===== config.mk =====
export PLATFORM = sky130hd
export DESIGN_NAME = pc_fetch_unit_flat
export DESIGN_NICKNAME = d
export VERILOG_FILES = /design/src/rtl/core_pkg.sv /design/src/rtl/pc_fetch_unit_if.sv /design/src/rtl/pc_fetch_unit_timer.sv /design/src/rtl/pc_fetch_unit.sv /design/src/flat_wrapper.sv
export SDC_FILE = /design/constraint.sdc
export NUM_CORES = 1
export LEC_CHECK = 0
export CELL_PAD_IN_SITES_DETAIL_PLACEMENT = 0
export CELL_PAD_IN_SITES_GLOBAL_PLACEMENT = 1
export CORE_UTILIZATION = 31
export DETAILED_ROUTE_END_ITERATION = 6
export GPL_TIMING_DRIVEN = 0
export MAX_ROUTING_LAYER = met4
export PLACE_DENSITY_LB_ADDON = 0.12
export SYNTH_ARGS = -nofsm -noshare
export SYNTH_HDL_FRONTEND = slang
export SYNTH_SLANG_ARGS = --single-unit
export TNS_END_PERCENT = 20

===== constraint.sdc =====
create_clock -name clk -period 2.6 [get_ports clk]
set_clock_uncertainty 0.1 [all_clocks]
set_input_delay 0.52 -clock clk [delete_from_list [all_inputs] [get_ports clk]]
set_output_delay 0.52 -clock clk [all_outputs]
set_load 0.005 [all_outputs]

===== src/rtl/core_pkg.sv =====
// Shared definitions for the fetch front end of the monocycle core.
//   fetch_state_t : sequencer states (IDLE, FETCH, EXEC, FAULT)
//   FAULT_*       : encodings reported on fault_code
//   INSTR_BYTES   : PC increment per instruction
//   timer_width() : bit width of the fetch timeout counter
package core_pkg;

  typedef enum logic [1:0] {
    IDLE  = 2'b00,
    FETCH = 2'b01,
    EXEC  = 2'b10,
    FAULT = 2'b11
  } fetch_state_t;

  localparam logic [1:0] FAULT_NONE     = 2'b00;
  localparam logic [1:0] FAULT_MISALIGN = 2'b01;
  localparam logic [1:0] FAULT_TIMEOUT  = 2'b10;

  localparam int INSTR_BYTES = 4;

  // Enough bits to hold 0..timeout, never narrower than one bit.
  function automatic int timer_width(input int timeout);
    return (timeout < 1) ? 1 : $clog2(timeout + 1);
  endfunction

endpackage


===== src/rtl/pc_fetch_unit_if.sv =====
// Instruction-memory request/acknowledge bus.
//   imem_req   : fetch request (fetch unit -> memory)
//   imem_addr  : fetch address (fetch unit -> memory)
//   imem_ack   : imem_rdata valid this cycle (memory -> fetch unit)
//   imem_rdata : instruction word (memory -> fetch unit)
// Modports: master = fetch unit side, slave = memory side.
interface pc_fetch_unit_if #(
  parameter int ADDR_W = 32
);

  logic              imem_req;
  logic [ADDR_W-1:0] imem_addr;
  logic              imem_ack;
  logic [31:0]       imem_rdata;

  modport master (
    output imem_req,
    output imem_addr,
    input  imem_ack,
    input  imem_rdata
  );

  modport slave (
    input  imem_req,
    input  imem_addr,
    output imem_ack,
    output imem_rdata
  );

endinterface


===== src/rtl/pc_fetch_unit_timer.sv =====
// Fetch timeout counter.
//   clk, rst_n : clock, asynchronous active-low reset
//   clear      : synchronous clear (has priority over inc)
//   inc        : count one waiting cycle
//   expired    : the current cycle is the last one allowed before timeout;
//                constant 0 when TIMEOUT = 0 (timeout disabled)
module fetch_timer
  import core_pkg::*;
#(
  parameter int TIMEOUT = 16
) (
  input  logic clk,
  input  logic rst_n,
  input  logic clear,
  input  logic inc,
  output logic expired
);

  localparam int W = timer_width(TIMEOUT);

  generate
    if (TIMEOUT == 0) begin : g_disabled
      assign expired = 1'b0;
    end else begin : g_enabled
      localparam logic [W-1:0] LAST = W'(TIMEOUT - 1);

      logic [W-1:0] count;

      // NOTE: sequential state uses non-blocking assignments only, and the
      // reset branch is in the sensitivity list so it acts without a clock.
      always_ff @(posedge clk or negedge rst_n) begin
        if (!rst_n) begin
          count <= '0;
        end else if (clear) begin
          count <= '0;
        end else if (inc) begin
          count <= count + W'(1);
        end
      end

      // count holds the number of cycles already waited, so reaching LAST
      // means this cycle is number TIMEOUT; an ack in it still wins upstream.
      assign expired = (count == LAST);
    end
  endgenerate

endmodule


===== src/rtl/pc_fetch_unit.sv =====
// Program-counter register and instruction-fetch sequencer.
//   clk, rst_n    : clock, asynchronous active-low reset
//   enable        : allow new fetches
//   next_pc       : selected next PC from the jump/branch mux
//   pc, pc4       : current PC and pc + 4 (combinational)
//   imem          : instruction-memory bus (master side)
//   instr         : registered instruction to decode
//   instr_valid   : instr is valid and awaiting retirement
//   instr_done    : decode/execute retires instr this cycle
//   fault         : sticky fault flag, cleared only by reset
//   fault_code    : 01 misaligned next_pc, 10 fetch timeout, 00 none
//   retired_count : retired-instruction counter
module pc_fetch_unit
  import core_pkg::*;
#(
  parameter int                ADDR_W   = 32,
  parameter logic [ADDR_W-1:0] RESET_PC = '0,
  parameter int                TIMEOUT  = 16
) (
  input  logic                    clk,
  input  logic                    rst_n,
  input  logic                    enable,
  input  logic [ADDR_W-1:0]       next_pc,
  output logic [ADDR_W-1:0]       pc,
  output logic [ADDR_W-1:0]       pc4,
  pc_fetch_unit_if.master         imem,
  output logic [31:0]             instr,
  output logic                    instr_valid,
  input  logic                    instr_done,
  output logic                    fault,
  output logic [1:0]              fault_code,
  output logic [31:0]             retired_count
);

  fetch_state_t state, state_next;

  logic capture;       // latch imem_rdata into instr
  logic commit;        // retire: load next_pc, bump retired_count
  logic misalign_hit;  // retirement attempted with unaligned next_pc
  logic timeout_hit;   // fetch gave up waiting for ack
  logic timer_expired;

  fetch_timer #(
    .TIMEOUT (TIMEOUT)
  ) u_timer (
    .clk     (clk),
    .rst_n   (rst_n),
    .clear   ((state != FETCH) || imem.imem_ack),
    .inc     (state == FETCH),
    .expired (timer_expired)
  );

  // NOTE: every signal assigned here gets a default first, so no path can
  // leave one unassigned and infer a latch.
  always_comb begin
    state_next   = state;
    capture      = 1'b0;
    commit       = 1'b0;
    misalign_hit = 1'b0;
    timeout_hit  = 1'b0;
    unique case (state)
      IDLE: begin
        if (enable) state_next = FETCH;
      end
      FETCH: begin
        // Ack is checked before the timer so an ack on the last allowed
        // cycle completes the fetch instead of faulting.
        if (imem.imem_ack) begin
          capture    = 1'b1;
          state_next = EXEC;
        end else if (timer_expired) begin
          timeout_hit = 1'b1;
          state_next  = FAULT;
        end
      end
      EXEC: begin
        if (instr_done) begin
          if (|next_pc[1:0]) begin
            misalign_hit = 1'b1;
            state_next   = FAULT;
          end else begin
            commit     = 1'b1;
            state_next = enable ? FETCH : IDLE;
          end
        end
      end
      FAULT: begin
        state_next = FAULT;
      end
      default: begin
        state_next = IDLE;
      end
    endcase
  end

  always_ff @(posedge clk or negedge rst_n) begin
    if (!rst_n) begin
      state <= IDLE;
    end else begin
      state <= state_next;
    end
  end

  always_ff @(posedge clk or negedge rst_n) begin
    if (!rst_n) begin
      pc            <= RESET_PC;
      instr         <= '0;
      retired_count <= '0;
      fault_code    <= FAULT_NONE;
    end else begin
      if (capture) instr <= imem.imem_rdata;
      if (commit) begin
        pc            <= next_pc;
        retired_count <= retired_count + 32'd1;
      end
      if (misalign_hit) fault_code <= FAULT_MISALIGN;
      if (timeout_hit)  fault_code <= FAULT_TIMEOUT;
    end
  end

  // Status outputs decode straight from the state register, so an
  // asynchronous reset drops imem_req and instr_valid without a clock edge.
  assign imem.imem_req  = (state == FETCH);
  assign imem.imem_addr = pc;
  assign instr_valid    = (state == EXEC);
  assign fault          = (state == FAULT);
  assign pc4            = pc + ADDR_W'(INSTR_BYTES);

endmodule


===== src/flat_wrapper.sv =====
// flat-port wrapper written by rule: the top's interface ports become plain ports
module pc_fetch_unit_flat import core_pkg::*;
#(
  parameter int                ADDR_W   = 32,
  parameter logic [ADDR_W-1:0] RESET_PC = '0,
  parameter int                TIMEOUT  = 16
)
  (clk, rst_n, enable, next_pc, pc, pc4, instr, instr_valid, instr_done, fault, fault_code, retired_count, imem_imem_req, imem_imem_addr, imem_imem_ack, imem_imem_rdata);
  pc_fetch_unit_if #(.ADDR_W(ADDR_W)) imem_i ();
  input  logic clk;
  input  logic rst_n;
  input  logic enable;
  input  logic [ADDR_W-1:0] next_pc;
  output logic [ADDR_W-1:0] pc;
  output logic [ADDR_W-1:0] pc4;
  output logic [31:0] instr;
  output logic instr_valid;
  input  logic instr_done;
  output logic fault;
  output logic [1:0] fault_code;
  output logic [31:0] retired_count;
  output wire logic [$bits(imem_i.imem_req)-1:0] imem_imem_req;
  output wire logic [$bits(imem_i.imem_addr)-1:0] imem_imem_addr;
  input wire logic [$bits(imem_i.imem_ack)-1:0] imem_imem_ack;
  input wire logic [$bits(imem_i.imem_rdata)-1:0] imem_imem_rdata;
  assign imem_imem_req = imem_i.imem_req;
  assign imem_imem_addr = imem_i.imem_addr;
  assign imem_i.imem_ack = imem_imem_ack;
  assign imem_i.imem_rdata = imem_imem_rdata;
  pc_fetch_unit #(.ADDR_W(ADDR_W), .RESET_PC(RESET_PC), .TIMEOUT(TIMEOUT)) u_core (.clk(clk), .rst_n(rst_n), .enable(enable), .next_pc(next_pc), .pc(pc), .pc4(pc4), .imem(imem_i), .instr(instr), .instr_valid(instr_valid), .instr_done(instr_done), .fault(fault), .fault_code(fault_code), .retired_count(retired_count));
endmodule

# Yosys cells after proc, flatten, opt, wreduce, memory -nomap -nowiden
# Index checks and enable logic that the tools add are counted.
[totals]
reg_bits = 105
input_bits = 69
output_inout_bits = 165
wordCells = 45
[op_classes]
n_addsub = 3
n_eq_ne = 8
n_mux = 22
n_reduce_logical = 6
[ops]
columns = ["operator", "count"]
rows = [
  ["32-bit by 1-bit adder with 32-bit output (second input constant)", 1],
  ["32-bit by 3-bit adder with 32-bit output (second input constant)", 1],
  ["2-bit two-way mux", 7],
  ["1-bit two-way mux", 12],
  ["5-bit two-way mux", 2],
  ["2-bit one-hot mux with 4 select lines", 1],
  ["5-bit by 1-bit adder with 5-bit output (second input constant)", 1],
  ["5-bit by 4-bit == test with 1-bit output (second input constant)", 1],
  ["2-bit == test (second input constant)", 2],
  ["2-bit by 1-bit inequality test with 1-bit output (second input constant)", 2],
  ["2-bit nonzero test", 2],
  ["3-bit by 1-bit inequality test with 1-bit output (second input constant)", 1],
  ["3-bit AND reduction", 1],
  ["2-bit by 1-bit == test with 1-bit output (second input constant)", 1],
  ["2-bit zero test", 1],
  ["2-bit inequality test (second input constant)", 1],
  ["2-bit OR reduction", 1],
  ["1-bit logical OR", 1],
]

# Logic depth before layout (Yosys ltp)
# Gate-level depths: netlist of run 1.
[logic_depth]
depth_word = 6
ltp_mapped = 7
ltp_nobuf = 5

# By module
# From an unflattened synthesis of run 1, not the netlist that was laid out.
[unflattened]
hier_cells = 436
area_unflattened_um2 = 5124.9
[by_module_without_submodules]
columns = ["module", "n_inst", "cells_each", "area_per_inst_um2", "seq_area_each_um2"]
rows = [
  ["pc_fetch_unit", 1, 413, 4854.7, 2502.4],
  ["fetch_timer", 1, 23, 270.3, 125.1],
]

# Worst setup path after synthesis of run 1
# Ideal clock, no wire load.
[synth_timing]
path_kind = "register -> output"
startpoint = "register u_core.pc[3], in the netlist u_core.imem.imem_addr[3]"
endpoint = "output pc4[16]"
t_arrival_ns = 1.541
required_time_ns = 1.980
setup_slack_ns = 0.439
stages_incl_launch_ff = 6
n_path_buf = 0
cell_sequence = "dfrtp_1 ha_1 nand3_1 nor3_1 and3_1 xor2_1"
[synth_between]
elab_chain_len = 1
[synth_lines]
columns = ["element", "line_no", "rtl"]
rows = [
  ["from (decl)", "pc_fetch_unit.sv:24", "output logic [ADDR_W-1:0] pc,"],
  ["from (signal assigned)", "pc_fetch_unit.sv:113", "pc <= next_pc;"],
  ["32-bit by 3-bit adder with 32-bit output", "pc_fetch_unit.sv:127", "assign pc4 = pc + ADDR_W'(INSTR_BYTES);"],
  ["to (decl)", "flat_wrapper.sv:15", "output logic [ADDR_W-1:0] pc4;"],
]
# Every way passes these cells.

# Final worst setup path of run 1
[layout_timing]
startpoint = "register u_core.pc[21], in the netlist u_core.imem.imem_addr[21]"
endpoint = "output pc4[29]"
# Same word-level chain as after synthesis.

==> out/qor.yml, run 1 <==
status: "finished clean"
place_hpwl_um: 10700
synth_area_per_cell_um2: 10.5
dpl_worst_slack_ns: -0.430
via_per_inst: 4.42
synth_cells: 484
wirelength_um: 14300
final_cell_mix: "clkdlybuf4s50_1 (208), nand2_1 (108), dfrtp_1 (82), buf_4 (61), xnor2_1 (33)"
cts_tree: "yes"
cp-end-kind: "output port"
ys_ff_latch: 105
synth_top_family_by_area: "simple AND/OR/NAND/NOR gates"
finalHoldViolations: 0
yosysSeqAreaShare_pct: 51.5
yosys.area_share.adder_pct: 0.981
max_stage_delay_ns: 0.37
synth_fp_nets: 557
setup_viol: 0
synthXorXnorAreaFrac_pct: 10.5
die_height_um: 130
n_fill_cell: 1490
max_slew_margin_pct: 61.6
synthTopCellsByArea: "dfrtp_1 (51%), nand2_1 (7.9%), mux2_2 (7.1%), xnor2_1 (5.7%), buf_4 (5.0%)"
overflow: 0
drt_iter0_markers: 191
fmax_mhz: 389
cap_violations: 0
synthesis.area_um2: 5100
num-nets-final: 829
startpoint: "u_core.imem.imem_addr[21]"
grt_antenna_before_repair: 0
antenna_cells: 0
cts_buffers: 9
criticalPathCategory: "reg2out"
drc_errors: 0
port_buffers: 233
rows: 46
max-vdd-ir-drop_uv: 264
dp_cells: 934
r2r_cells: 6
grt_start_max_net_pins: 68
critPathBufInv: 3
clock_latency_ns: 0.34
synth_top_area_share_pct: 51.5
grtUsageTotal_pct: 18.1
drt_pass1_iterations: 4
r2r_slack_ns: 0.65
drv_slew: 0
clockBufferDepth: 2
clk_pin_slew_ns: 0.08
cts.sinks: 105
tightest_slew_ns: 0.576
drive_above_1_share_pct: 22.6
cellLeakagePower_uw: 0.00395
synth_compound_area_share_pct: 1.28
start_kind: "flop"
path_cells: "nand4_1, buf_4, nor4_4, buf_6, nand3_1, xnor2_1, clkdlybuf4s15_1"
wl_per_cell_um: 14.6
timing.final.ws_setup_ns: 0.0324
holdCritPathClass: "in2async"
ys_warn_count: 0
worst-endpoint-arrival_ns: 1.95
core_region_area_um2: 16000
h-tree-depth: 3
power.density_nw_per_um2: 448
fin_crit_ns: 2.57
yosysTopAreaCell: "dfrtp_1"
cpMaxStageDelayCell: "dfrtp_2"
critPathRequiredTime_ns: 1.98
initial_core_util_pct: 31.9
synthMuxAreaShare_pct: 7.06
dieWidth_um: 130
grt_pass1_vias: 4341
final_antenna_net_count: 0
layout_commonest_cell: "clkdlybuf4s50_1"
area_delta_synth_final_pct: 62.8
io_pins: 234
stdcell_count: 977
num_vias: 4317
critPathMaxFanout: 7
gp_congestion: 0.792
period_share_pct: 98.8
yosys.area_share.simple_pct: 21.7
worstReg2RegStart: "u_core.state[1]"
yosys.cell_types.count: 36
crit_family: "buffers and inverters"
grt_pass1_wl_um: 22900
cts-root-buf: "clkbuf_16"
r2r_end: "u_core.imem.imem_addr[6]"
grt_setup_unrepaired: "true"
dieArea_um2: 17000
==> what timing repair did <==
action	in CTS	in global routing
endpoints found under the setup margin	26	21
gates resized for setup	56	26
pin swaps	11	8
setup buffers	21	6
gates cloned	0	0
hold buffers	0	0
endpoints found under the hold margin	0	0
==> cell type report <==
type	instances	area, um2	area share [%]
Clock inverter	6	53.8	0.648
Clock buffer	10	229	2.76
Buffer	49	330	3.98
Sequential cell	105	2660	32.0
Tap cell	216	270	3.25
Inverter	7	26.3	0.316
Timing Repair Buffer	261	2530	30.5
Multi-Input combinational cell	323	2210	26.6
==> cells in the mapped netlist <==
cell / count
or4_4: 1
o21ai_0: 4
nor4_2: 1
buf_2: 9
a21oi_1: 3
or3_1: 1
nor3_2: 6
dfrtp_1: 105
a31oi_1: 1
and4_1: 6
nor3_1: 6
or2_2: 1
nand2_1: 108
o31ai_1: 1
nand4_1: 20
buf_6: 1
xnor2_1: 33
nand4_2: 1
nor2b_1: 3
clkbuf_1: 5
nand4_4: 2
and2_1: 7
nand3_1: 20
and3_1: 9
nand2b_1: 1
and4b_1: 1
a22o_1: 1
nor2_1: 14
o21a_1: 1
ha_1: 4
buf_4: 34
xor2_1: 28
inv_1: 7
nor4_1: 6
nor3b_4: 1
mux2_2: 32
==> worst max-delay path by stage <==
stage,endpoint,slack (ns),cells past startpoint
6_report,pc4[29],0.03,7
5_1_grt,pc4[29],-0.10,7
4_1_cts,pc4[15],-0.23,8
3_5_place_dp,pc4[18],-0.43,6
3_3_place_gp,u_core.instr[0],-3.26,1
2_1_floorplan,pc4[16],0.44,5
==> flip-flops by register name, summed over array words and instances (netlist names) <==
name,count
u_core.u_timer.g_enabled.count,5
u_core.instr,32
u_core.imem.imem_addr,32
u_core.retired_count,32
u_core.state,2
u_core.fault_code,2
==> through the flow <==
step / cell area, um2 / util (%) / power, uW / hold slack (ns) / setup TNS, ns
after floorplan: 5100 / - / 1970 / 0.124 / 0
after global placement: 7700 / 48.2 / 2430 / 0.346 / -347.04
after detailed placement: 7730 / 48.3 / 2450 / 0.357 / -6.25
after CTS: 8250 / 51.6 / 3790 / 0.0626 / -0.613
after global routing: 8310 / 51.9 / 3910 / 0.0797 / -0.345
final: 8310 / 51.9 / 3720 / 0.0539 / 0
==> routing by layer <==
metal,global-route usage [%],share of wire [%],up-vias,routed length [um]
met1,22.6,44,2031,6330
met5,-,0,-,0
met4,4.72,0.88,0,126
met2,28.8,48,146,6840
li1,-,-,2133,-
met3,5.00,6.9,7,992
==> where the power goes <==
| part | switching, uW | internal (uW) | total [uW] |
|---|---|---|---|
| clock | 623 | 662 | 1290 |
| combinational | 208 | 445 | 653 |
| sequential | 71.1 | 1710 | 1780 |
| total | 903 | 2820 | 3720 |
==> cells by family after synthesis <==
logic type | after synthesis
AND/OR/NAND/NOR | 215
flip-flops | 105
XOR/XNOR | 61
buffers and inverters | 56
multiplexers | 32
AO/OA/AOI/OAI | 11
adder cells (fa/ha/maj) | 4
(Power assumes the default switching activity.)
==> run 2, diff against run 1 <==
CORE_UTILIZATION = 28   (was 31)
clock period = 2.1 ns   (was 2.6 ns; I/O delays follow)
==> out/qor.yml, run 2 (synthesized netlist as in run 1, its figures left out) <==
status: "finished, violations left"
violations: "negative setup slack"
overflow: 0
power.total_uw: 4790
drv_slew: 0
drive_above_1_share_pct: 29.5
critPathRequiredTime_ns: 1.58
cts_buffers: 9
port_buffers: 233
r2r_slack_ns: 0.25
num-nets-final: 847
clk_pin_slew_ns: 0.07
power_frac_clock_pct: 37.3
drt_iter0_markers: 136
cap_violations: 0
layout_commonest_cell: "clkdlybuf4s50_1"
drt_pass1_iterations: 4
fmax_mhz: 414
critPathBufInv: 2
initial_core_util_pct: 29.1
cp-end-kind: "output port"
combPwrFrac_pct: 16.8
wl_per_cell_um: 15.0
dpl_worst_slack_ns: -1.01
h-tree-depth: 3
drc_errors: 0
crit_family: "simple AND/OR/NAND/NOR gates"
max_slew_margin_pct: 59.6
grt_setup_unrepaired: "true"
gp_congestion: 0.766
path_cells: "ha_4, nand3_4, nor3_4, buf_4, and3_1, xor2_1, buf_2"
p_sw_uw: 1160
cpMaxStageDelayCell: "dfrtp_2"
power.density_nw_per_um2: 563
rows: 48
grt_start_max_net_pins: 63
core_region_area_um2: 17500
antenna_cells: 0
holdCritPathClass: "reg2reg"
die_height_um: 137
tightest_slew_ns: 0.606
grt_pass1_vias: 4575
area_delta_synth_final_pct: 66.9
wirelength_um: 15100
place_hpwl_um: 11000
max-vdd-ir-drop_uv: 432
num_vias: 4518
cellLeakagePower_uw: 0.00406
final_antenna_net_count: 0
cts_tree: "yes"
io_pins: 234
dieWidth_um: 137
cts.sinks: 105
worst-endpoint-arrival_ns: 1.89
period_share_pct: 115
power.share.sequential_pct: 45.9
p_int_uw: 3640
via_per_inst: 4.50
clockBufferDepth: 2
final_cell_mix: "clkdlybuf4s50_1 (201), nand2_1 (107), dfrtp_1 (82), buf_4 (73), mux2_2 (32)"
fin_crit_ns: 2.41
critPathMaxFanout: 4
grt_pass1_wl_um: 23800
setup_viol: 21
finalHoldViolations: 0
grt_antenna_before_repair: 0
max_stage_delay_ns: 0.41
cts-root-buf: "clkbuf_16"
clock_latency_ns: 0.35
timing.final.ws_setup_ns: -0.314
grtUsageTotal_pct: 17.1
start_kind: "flop"
n_fill_cell: 1638
dieArea_um2: 18800
sw_frac_of_total_pct: 24.2
criticalPathCategory: "reg2out"
==> run 2: cell count changes in the layout (fill, tap and decap cells not counted), moves of 4 or more <==
| cell | before | now |
|---|---|---|
| buf_2 | 9 | 29 |
| buf_4 | 61 | 73 |
| buf_6 | 2 | 11 |
| clkbuf_1 | 6 | 2 |
| clkbuf_4 | 0 | 4 |
| clkdlybuf4s15_1 | 5 | 0 |
| clkdlybuf4s50_1 | 208 | 201 |
| dlygate4sd2_1 | 9 | 2 |
| dlymetal6s2s_1 | 4 | 0 |
==> run 2: worst register-to-register path: cells and delay by family (launching register included) <==
kind / cells / cell delay [ns]
XOR/XNOR: 1 / 0.16
buffers and inverters: 2 / 0.46
flip-flops: 1 / 0.34
AND/OR/NAND/NOR: 3 / 0.72
==> run 2: layout make-up <==
type                       instances  area (um2)  area share [%]
sequential                       105        2660            31.2
timing repair buffer             279        2590            30.4
multi-input combinational        323        2300            27.0
buffer                            49         355            4.17
tap                              225         282            3.31
clock buffer                      10         239            2.81
clock inverter                     6        72.6           0.852
inverter                           7        26.3           0.309
==> run 2: power groups by stage <==
stage / Clock [uW] / Combinational [uW] / Sequential, uW
floorplan: 0 / 191 / 2250
global placement: 0 / 753 / 2260
detailed placement: 0 / 766 / 2270
CTS: 1870 / 813 / 2200
global route: 1930 / 883 / 2210
finish: 1790 / 807 / 2200
==> run 2: per-layer routing <==
metal | vias to the layer above | global-route usage, % | wire, um
met5 | - | - | 0
met4 | 0 | 4.95 | 199
met3 | 18 | 5.15 | 1020
met2 | 149 | 27.9 | 7390
met1 | 2186 | 20.4 | 6460
li1 | 2165 | - | -
==> run 2: final timing paths <==
check | from | endpoint | depth (start not counted)
setup / recovery | u_core.imem.imem_addr[2] | pc4[18] | 7
hold / removal | u_core.u_timer.g_enabled.count[0] | u_core.u_timer.g_enabled.count[0] | 1
setup reg to reg | u_core.retired_count[12] | u_core.retired_count[25] | 6
hold reg to reg | u_core.u_timer.g_enabled.count[0] | u_core.u_timer.g_enabled.count[0] | 1
max in group asynchronous | rst_n | u_core.imem.imem_addr[11] | 3
min in group asynchronous | rst_n | u_core.instr[19] | 2
==> run 2: timing repair <==
action                     in CTS  in global routing
resized for setup             159                 33
hold endpoints to repair       39                  0
pin swaps                      30                 15
setup endpoints to repair      43                 70
setup buffers                  39                  5
hold buffers                    1                  0
==> run 2: stage by stage <==
stage | util (%) | TNS, ns | std cells | area [um2] | hold WS (ns)
5_1_grt | 48.6 | -7.66 | 1004 | 8510 | 0.401
6_report | 48.6 | -4.32 | 1004 | 8510 | 0.362
3_5_place_dp | 44.1 | -34.60 | 943 | 7740 | 0.357
2_1_floorplan | - | 0 | 484 | 5100 | 0.0244
4_1_cts | 47.9 | -5.06 | 999 | 8400 | 0.367
3_3_place_gp | 44.0 | -425.45 | 942 | 7720 | 0.347
